File: src/rtl/serial_adder_ctrl_pkg.sv
// Shared definitions for the bit-serial adder sequencer: FSM encoding and
// bit-counter sizing.
package serial_adder_ctrl_pkg;

    typedef enum logic [1:0] {
        ST_IDLE  = 2'd0,
        ST_SHIFT = 2'd1,
        ST_DONE  = 2'd2
    } state_t;

    localparam int DEFAULT_WIDTH = 8;
    localparam int CNT_W         = $clog2(DEFAULT_WIDTH);

    // Counter width for a given operand width; must hold WIDTH-1.
    function automatic int calc_cnt_w(input int width);
        return $clog2(width);
    endfunction

endpackage

File: src/rtl/full_adder.sv
// The shared 1-bit full adder cell that the sequencer time-shares.
module full_adder (
    input  logic A,
    input  logic B,
    input  logic Cin,
    output logic S,
    output logic Cout
);

    assign S    = A ^ B ^ Cin;
    assign Cout = (A & B) | (A & Cin) | (B & Cin);

endmodule

File: src/rtl/serial_adder_ctrl.sv
// Bit-serial WIDTH-bit adder: steps one full_adder LSB-first with a registered carry.
// Optional subtraction via macro SERIAL_ADDER_SUB_EN (adds a 'sub' input).
module serial_adder_ctrl
    import serial_adder_ctrl_pkg::*;
#(
    parameter int WIDTH = 8
) (
    input  logic             clk,
    input  logic             rst_n,
    input  logic             start,
`ifdef SERIAL_ADDER_SUB_EN
    input  logic             sub,
`endif
    input  logic [WIDTH-1:0] a_in,
    input  logic [WIDTH-1:0] b_in,
    output logic             busy,
    output logic             done,
    output logic [WIDTH-1:0] result,
    output logic             cout
);

    localparam int            CW       = calc_cnt_w(WIDTH);
    localparam logic [CW-1:0] CNT_LAST = CW'(WIDTH - 1);

    state_t           state_r, state_s;
    logic             busy_r, done_r, cout_r, carry_r;
    logic             busy_s, done_s, accept_s, shift_s, last_s;
    logic [WIDTH-1:0] result_r, a_sh_r, b_sh_r;
    logic [CW-1:0]    cnt_r;
    logic             sum_s, carry_out_s;
    logic [WIDTH-1:0] b_load_s;
    logic             carry_load_s;

`ifdef SERIAL_ADDER_SUB_EN
    // Two's-complement subtraction: invert B and inject a carry of one.
    assign b_load_s     = sub ? ~b_in : b_in;
    assign carry_load_s = sub;
`else
    assign b_load_s     = b_in;
    assign carry_load_s = 1'b0;
`endif

    full_adder u_fa (
        .A    (a_sh_r[0]),
        .B    (b_sh_r[0]),
        .Cin  (carry_r),
        .S    (sum_s),
        .Cout (carry_out_s)
    );

    // Next-state decode plus next values of the registered busy/done flags.
    always_comb begin
        state_s  = state_r;
        busy_s   = 1'b0;
        done_s   = 1'b0;
        accept_s = 1'b0;
        shift_s  = 1'b0;
        last_s   = 1'b0;
        case (state_r)
            ST_IDLE: begin
                if (start) begin
                    state_s  = ST_SHIFT;
                    busy_s   = 1'b1;
                    accept_s = 1'b1;
                end else begin
                    state_s  = ST_IDLE;
                end
            end
            ST_SHIFT: begin
                shift_s = 1'b1;
                if (cnt_r == CNT_LAST) begin
                    last_s  = 1'b1;
                    done_s  = 1'b1;
                    state_s = ST_DONE;
                end else begin
                    busy_s  = 1'b1;
                end
            end
            ST_DONE: begin
                state_s = ST_IDLE;
            end
            default: begin
                state_s = ST_IDLE;
            end
        endcase
    end

    // FSM state and handshake flag registers.
    always_ff @(posedge clk or negedge rst_n) begin
        if (!rst_n) begin
            state_r <= ST_IDLE;
            busy_r  <= 1'b0;
            done_r  <= 1'b0;
        end else begin
            state_r <= state_s;
            busy_r  <= busy_s;
            done_r  <= done_s;
        end
    end

    // Operand capture, serial shifting, carry chain and result accumulation.
    always_ff @(posedge clk or negedge rst_n) begin
        if (!rst_n) begin
            a_sh_r   <= '0;
            b_sh_r   <= '0;
            carry_r  <= 1'b0;
            cnt_r    <= '0;
            result_r <= '0;
            cout_r   <= 1'b0;
        end else if (accept_s) begin
            a_sh_r  <= a_in;
            b_sh_r  <= b_load_s;
            carry_r <= carry_load_s;
            cnt_r   <= '0;
        end else if (shift_s) begin
            carry_r  <= carry_out_s;
            result_r <= {sum_s, result_r[WIDTH-1:1]};
            a_sh_r   <= {1'b0, a_sh_r[WIDTH-1:1]};
            b_sh_r   <= {1'b0, b_sh_r[WIDTH-1:1]};
            cnt_r    <= cnt_r + CW'(1);
            if (last_s) begin
                cout_r <= carry_out_s;
            end else begin
                cout_r <= cout_r;
            end
        end else begin
            cnt_r <= cnt_r;
        end
    end

    assign busy   = busy_r;
    assign done   = done_r;
    assign result = result_r;
    assign cout   = cout_r;

endmodule

File: config.mk
export PLATFORM = sky130hd
export DESIGN_NAME = serial_adder_ctrl
export DESIGN_NICKNAME = d
export VERILOG_FILES = /design/src/rtl/serial_adder_ctrl_pkg.sv /design/src/rtl/full_adder.sv /design/src/rtl/serial_adder_ctrl.sv
export SDC_FILE = /design/constraint.sdc
export NUM_CORES = 1
export LEC_CHECK = 0
export CAP_MARGIN = 20
export CORE_AREA = 2 2 49 74
export CTS_CLUSTER_DIAMETER = 150
export DETAILED_ROUTE_END_ITERATION = 7
export DIE_AREA = 0 0 51 76
export PLACE_DENSITY_LB_ADDON = 0.25
export SETUP_SLACK_MARGIN = 0.4
export SLEW_MARGIN = 30
export SYNTH_ARGS = -nofsm -noshare
export SYNTH_HDL_FRONTEND = slang
export SYNTH_SLANG_ARGS = --single-unit
File: constraint.sdc
create_clock -name clk -period 1.86 [get_ports clk]
set_input_delay 0.186 -clock clk [delete_from_list [all_inputs] [get_ports clk]]
set_output_delay 0.186 -clock clk [all_outputs]
set_load 0.1 [all_outputs]
==> results of run 1 <==
## state kept, by name, indices dropped and copies added (netlist names)
register / cells
result: 8
b_sh_r: 8
state_r: 2
a_sh_r: 8
busy: 1
cout: 1
carry_r: 1
cnt_r: 3
done: 1
## worst max-delay path, cell delays in order (launching register included)
cell,delay (ps)
dfrtp_1,400
ha_1,210
ha_2,190
and3b_1,200
mux2_1,300
## cells by family (layout without fill, tap and decap cells)
group,Yosys count,after routing,synth area share
mux,10,10,0.0701
fa+ha+maj,3,3,0.0283
flops,33,33,0.520
buf+inv,19,50,0.0661
simple gates,28,28,0.161
compound gates,23,23,0.155
## stage by stage
step,hold slack [ps],setup slack [ps]
2_1_floorplan,-110,509
3_3_place_gp,462,296
3_5_place_dp,470,183
4_1_cts,318,405
5_1_grt,342,395
6_report,312,457
## routing by layer
metal | vias to the layer above | track usage | wire length (um)
li1 | 496 | - | -
met1 | 534 | 0.200 | 1270
met2 | 29 | 0.261 | 1490
met3 | 6 | 0.0451 | 134
met4 | 0 | 0.0757 | 58
met5 | - | 0 | 0
## cells in the mapped netlist (all sizes together)
cell | n | area [um2]
nand2b | 3 | 26.3
and4bb | 1 | 12.5
and3b | 2 | 17.5
nor3b | 6 | 45.0
o21ba | 1 | 10.0
o221a | 7 | 78.8
ha | 2 | 25.0
or4b | 7 | 70.1
fa | 1 | 20.0
a22o | 3 | 26.3
a21o | 1 | 7.51
nor2b | 1 | 6.26
a211oi | 5 | 62.6
clkbuf | 2 | 7.51
dfrtp | 33 | 826
a21oi | 2 | 10.0
o21bai | 1 | 18.8
inv | 7 | 26.3
buf | 10 | 71.3
mux2 | 9 | 101
a211o | 1 | 8.76
nor4bb | 1 | 10.0
mux2i | 1 | 10.0
a221oi | 2 | 23.8
nor4b | 7 | 67.6
## final cells by class
| cell class | count | area, um2 |
|---|---|---|
| well taps | 42 | 52.6 |
| clock buffers | 7 | 86.3 |
| flip-flops and latches | 33 | 826 |
| fillers | 270 | 1280 |
| multi-input cells | 64 | 679 |
| repair buffers | 35 | 308 |
| inverters | 7 | 26.3 |
| clock inverters | 1 | 30.0 |
## worst min path at each step
stage,to,slack (ps)
final,result[3],310
after global routing,result[1],340
after CTS,cnt_r[2],320
after detailed placement,b_sh_r[7],470
after global placement,b_sh_r[7],460
after floorplan,a_sh_r[0],-110
==> run summary, run 1 <==
Worst Setup EP - cout
H-Tree Depth - 2
Post-CTS Resized - 0
IO Port Bufs - 29
Worst Max-Slew Pin Slew - 416 ps
initial detailed-routing violation count - 15
average instance area after synthesis - 13.7 um2
Post-Route Utilization - 0.611
Chip Height - 76 um
RSZ-0062 raised after global routing - true
Slew HR - 0.723
FMAX - 713 MHz
CP Data Arrival Time - 1570 ps
Final period util - 0.755
Synth cell types - 30
register bit count reported by yosys - 33
worst setup path start - cnt_r[0]
Max Root-Sink Buffers - 2
first-pass GRT wire length - 4800 um
reg2reg setup slack - 460 ps
num rows - 26
commonest cells after routing, fill and taps aside - dfrtp_1, clkdlybuf4s50_1, buf_4
GP Congestion - 0.717
largest net degree at the start of global routing - 34
initial antenna violation count - 0
Hold Buf Count CTS - 0
Post-DP Area - 1870 um2
area delta synth->final - 26.4%
HP Class - input pin to async pin
GRT Total Usage - 0.163
layout cells sized above 1 - 0.306
element type at the critical path end - flip-flop
Syn Inst Count - 116
worst clock skew - 4.27 ps
drt first pass iters - 4
Seq/Total Area, Yosys - 0.520
die area - 3880 um2
Syn Std Cell Area - 1590 um2
clk root buf - clkbuf_8
post-route insts no fill - 189
status - finished, final reports clean
worst skew pair latency - 280 ps
Final Hold Viols - 0
clk slew on worst S/H paths - 70 ps
grt ovf - 0
post-DP HPWL - 2040 um
Final min period - 1400 ps
WS Path Type - flip-flop to flip-flop
Worst Path Max Fanout - 3
layout net count - 168
worst r2r dst - cout
vias in the first global route - 1046
Routed WL per cell - 15.6 um
# Post-CTS Setup Buffers - 0
# IOs - 30
Worst Path Required - 2030 ps
DRC - 0
commonest non-fill, non-tap cell in the layout - dfrtp_1
final setup fails - 0
Initial Util - 0.484
setup_tns - 0 ps
Inserted Diodes - 0
DR vias/cell - 5.63
CTS tree - yes
post-route ant nets - 0
CTS sink cnt - 33
max cap viols - 0
Total Routed Length - 2960 um
Yosys warnings - 0
worst reg-to-reg path cell count - 4
Mapped Nets - 138
routed vias - 1065
CP Launch Type - flip-flop
CTS buffer count - 5
Finished Cell Area - 2010 um2
worst reg2reg startpoint - cnt_r[0]
Die Span X - 51 um
pins over their slew limit - 0
core area - 3290 um2
placed cells - 181
Power of run 1 is not shown: default switching activity piles up to over one toggle a cycle in this logic, so the estimate is an artifact.
==> run 2: changes to the inputs <==
==> constraint.sdc (replaced) <==
create_clock -name clk -period 1.4 [get_ports clk]
set_input_delay 0.14 -clock clk [delete_from_list [all_inputs] [get_ports clk]]
set_output_delay 0.14 -clock clk [all_outputs]
set_load 0.1 [all_outputs]
==> run 2 against run 1 <==
The flow now finishes with violations (setup timing). Critical path depth did not move. First-iteration DRC count rose by 120%. Sequential share of layout area is 10 points lower. Critical endpoint unchanged.
==> run summary, run 2 (synthesis results as in run 1) <==
leakage - 1.20 nW
largest net degree at the start of global routing - 34 (unchanged)
initial antenna violation count - 0 (unchanged)
clk root buf - clkbuf_8 (unchanged)
initial detailed-routing violation count - 33 (was 15)
final setup fails - 1 (was 0)
Chip Height - 76 um (unchanged)
element type at the critical path end - flip-flop (unchanged)
DR vias/cell - 5.84 (was 5.63)
failing checks - setup timing
Worst Max-Slew Pin Slew - 332 ps (was 416 ps)
commonest non-fill, non-tap cell in the layout - dfrtp_1 (unchanged)
routed vias - 1267 (was 1065)
# fillers - 158 (was 270)
CTS tree - yes (unchanged)
die area - 3880 um2 (unchanged)
CP Launch Type - flip-flop (unchanged)
pins over their slew limit - 0 (unchanged)
GP Congestion - 0.712 (was 0.717)
GRT Total Usage - 0.251 (was 0.163)
pwr/cell area - 2690 nW/um2
FMAX - 708 MHz (was 713 MHz)
Final min period - 1410 ps (was 1400 ps)
RSZ-0062 raised after global routing - true (unchanged)
Routed WL per cell - 22.6 um (was 15.6 um)
Post-Route Utilization - 0.839 (was 0.611)
DRC - 0 (unchanged)
max cap viols - 0 (unchanged)
clk slew on worst S/H paths - 70 ps (about the same)
vias in the first global route - 1330 (was 1046)
Initial Util - 0.484 (unchanged)
CTS buffer count - 5 (unchanged)
commonest cells after routing, fill and taps aside - dfrtp_1, clkdlybuf4s50_1, buf_12, buf_4, dfrtp_2 (was dfrtp_1, clkdlybuf4s50_1, buf_4)
IO Port Bufs - 29 (unchanged)
Die Span X - 51 um (unchanged)
Final Hold Viols - 0 (unchanged)
status - finished, violations left (was finished, final reports clean)
Hold Slack - 208 ps (was 312 ps)
HP Class - input pin to async pin (unchanged)
Inserted Diodes - 0 (unchanged)
layout net count - 196 (was 168)
CTS sink cnt - 33 (unchanged)
Worst Path Max Fanout - 2 (was 3)
worst clock skew - 3.83 ps (was 4.27 ps)
worst setup margin - -11.9 ps (was 457 ps)
Max Root-Sink Buffers - 2 (unchanged)
Slew HR - 0.778 (was 0.723)
WS Path Type - flip-flop to flip-flop (unchanged)
post-DP HPWL - 2330 um (was 2040 um)
num rows - 26 (unchanged)
Final period util - 1.01 (was 0.755)
H-Tree Depth - 2 (unchanged)
worst skew pair latency - 300 ps (was 280 ps)
first-pass GRT wire length - 6840 um (was 4800 um)
CP Data Arrival Time - 1590 ps (was 1570 ps)
Total Routed Length - 4910 um (was 2960 um)
worst reg-to-reg path cell count - 4 (unchanged)
drt first pass iters - 4 (unchanged)
# IOs - 30 (unchanged)
Worst Path Required - 1580 ps (was 2030 ps)
VDD IR max - 1.92 mV
grt ovf - 0 (unchanged)
core area - 3290 um2 (unchanged)
post-route ant nets - 0 (unchanged)
area delta synth->final - 73.5% (was 26.4%)
layout cells sized above 1 - 0.634 (was 0.306)
==> run 2: cell count changes in the layout (fill, tap and decap cells not counted), sizes merged <==
cell           delta
buf              +26
dlymetal6s2s      +1
clkdlybuf4s50     -1
nand2b            +1
clkbuf            +2
bufinv            -1
==> run 2: cell type report <==
class	instances	area (um2)	area share
Timing Repair Buffer	62	820	0.297
Inverter	7	26.3	0.00953
Tap cell	42	52.6	0.0191
Clock buffer	8	80.1	0.0291
Multi-Input combinational cell	65	932	0.338
Sequential cell	33	846	0.307
==> run 2: worst max-delay path, stage by stage, from the launching register on <==
cell	delay (ps)
dfrtp_1	400
ha_2	200
ha_4	170
and3b_1	200
mux2_4	330
==> run 2: what timing repair did <==
| item | 4_1_cts | 5_1_grt |
|---|---|---|
| pin swaps | 15 | 5 |
| buffers inserted | 18 | 2 |
| resized for setup | 30 | 17 |
| hold endpoints to repair | 0 | 0 |
| hold buffers | 0 | 0 |
| cloned | 4 | 1 |
| setup endpoints to repair | 44 | 44 |
==> run 2: layer usage <==
| metal | up-vias | routed length [um] | global-route usage |
|---|---|---|---|
| li1 | 554 | - | - |
| met2 | 32 | 2880 | 0.439 |
| met3 | 10 | 181 | 0.0725 |
| met5 | - | 0 | 0 |
| met4 | 0 | 97 | 0.116 |
| met1 | 671 | 1760 | 0.266 |
==> run 2: final timing paths <==
kind | start | to | slack, ps
min in group clk | start | state_r[0] | 430
min | rst_n | a_sh_r[4] | 210
max in group asynchronous | rst_n | result[4] | 1000
max reg2reg | cnt_r[0] | cout | -10
min reg2reg | b_sh_r[7] | b_sh_r[7] | 490
max | cnt_r[0] | cout | -10
==> run 2: power by group <==
part	internal [mW]	switching [mW]	leakage [nW]	total [mW]
Clock	0.353	0.365	0.0395	0.718
Sequential	1.45	0.431	0.377	1.89
Combinational	2.41	2.40	0.779	4.80
Total	4.22	3.19	1.20	7.41
==> run 2: metrics by stage <==
step	setup TNS [ps]	setup slack, ps	total power, mW	cell area, um2	std cells
global placement	-470	-40.7	5.34	2170	184
global route	-26.1	-26.1	7.68	2760	217
CTS	0	50.2	6.94	2630	214
floorplan	0	99.9	4.34	1720	116
finish	-11.9	-11.9	7.41	2760	217
detailed placement	-979	-96.9	5.48	2170	184
Note: power is estimated with default switching activity, not from simulation.
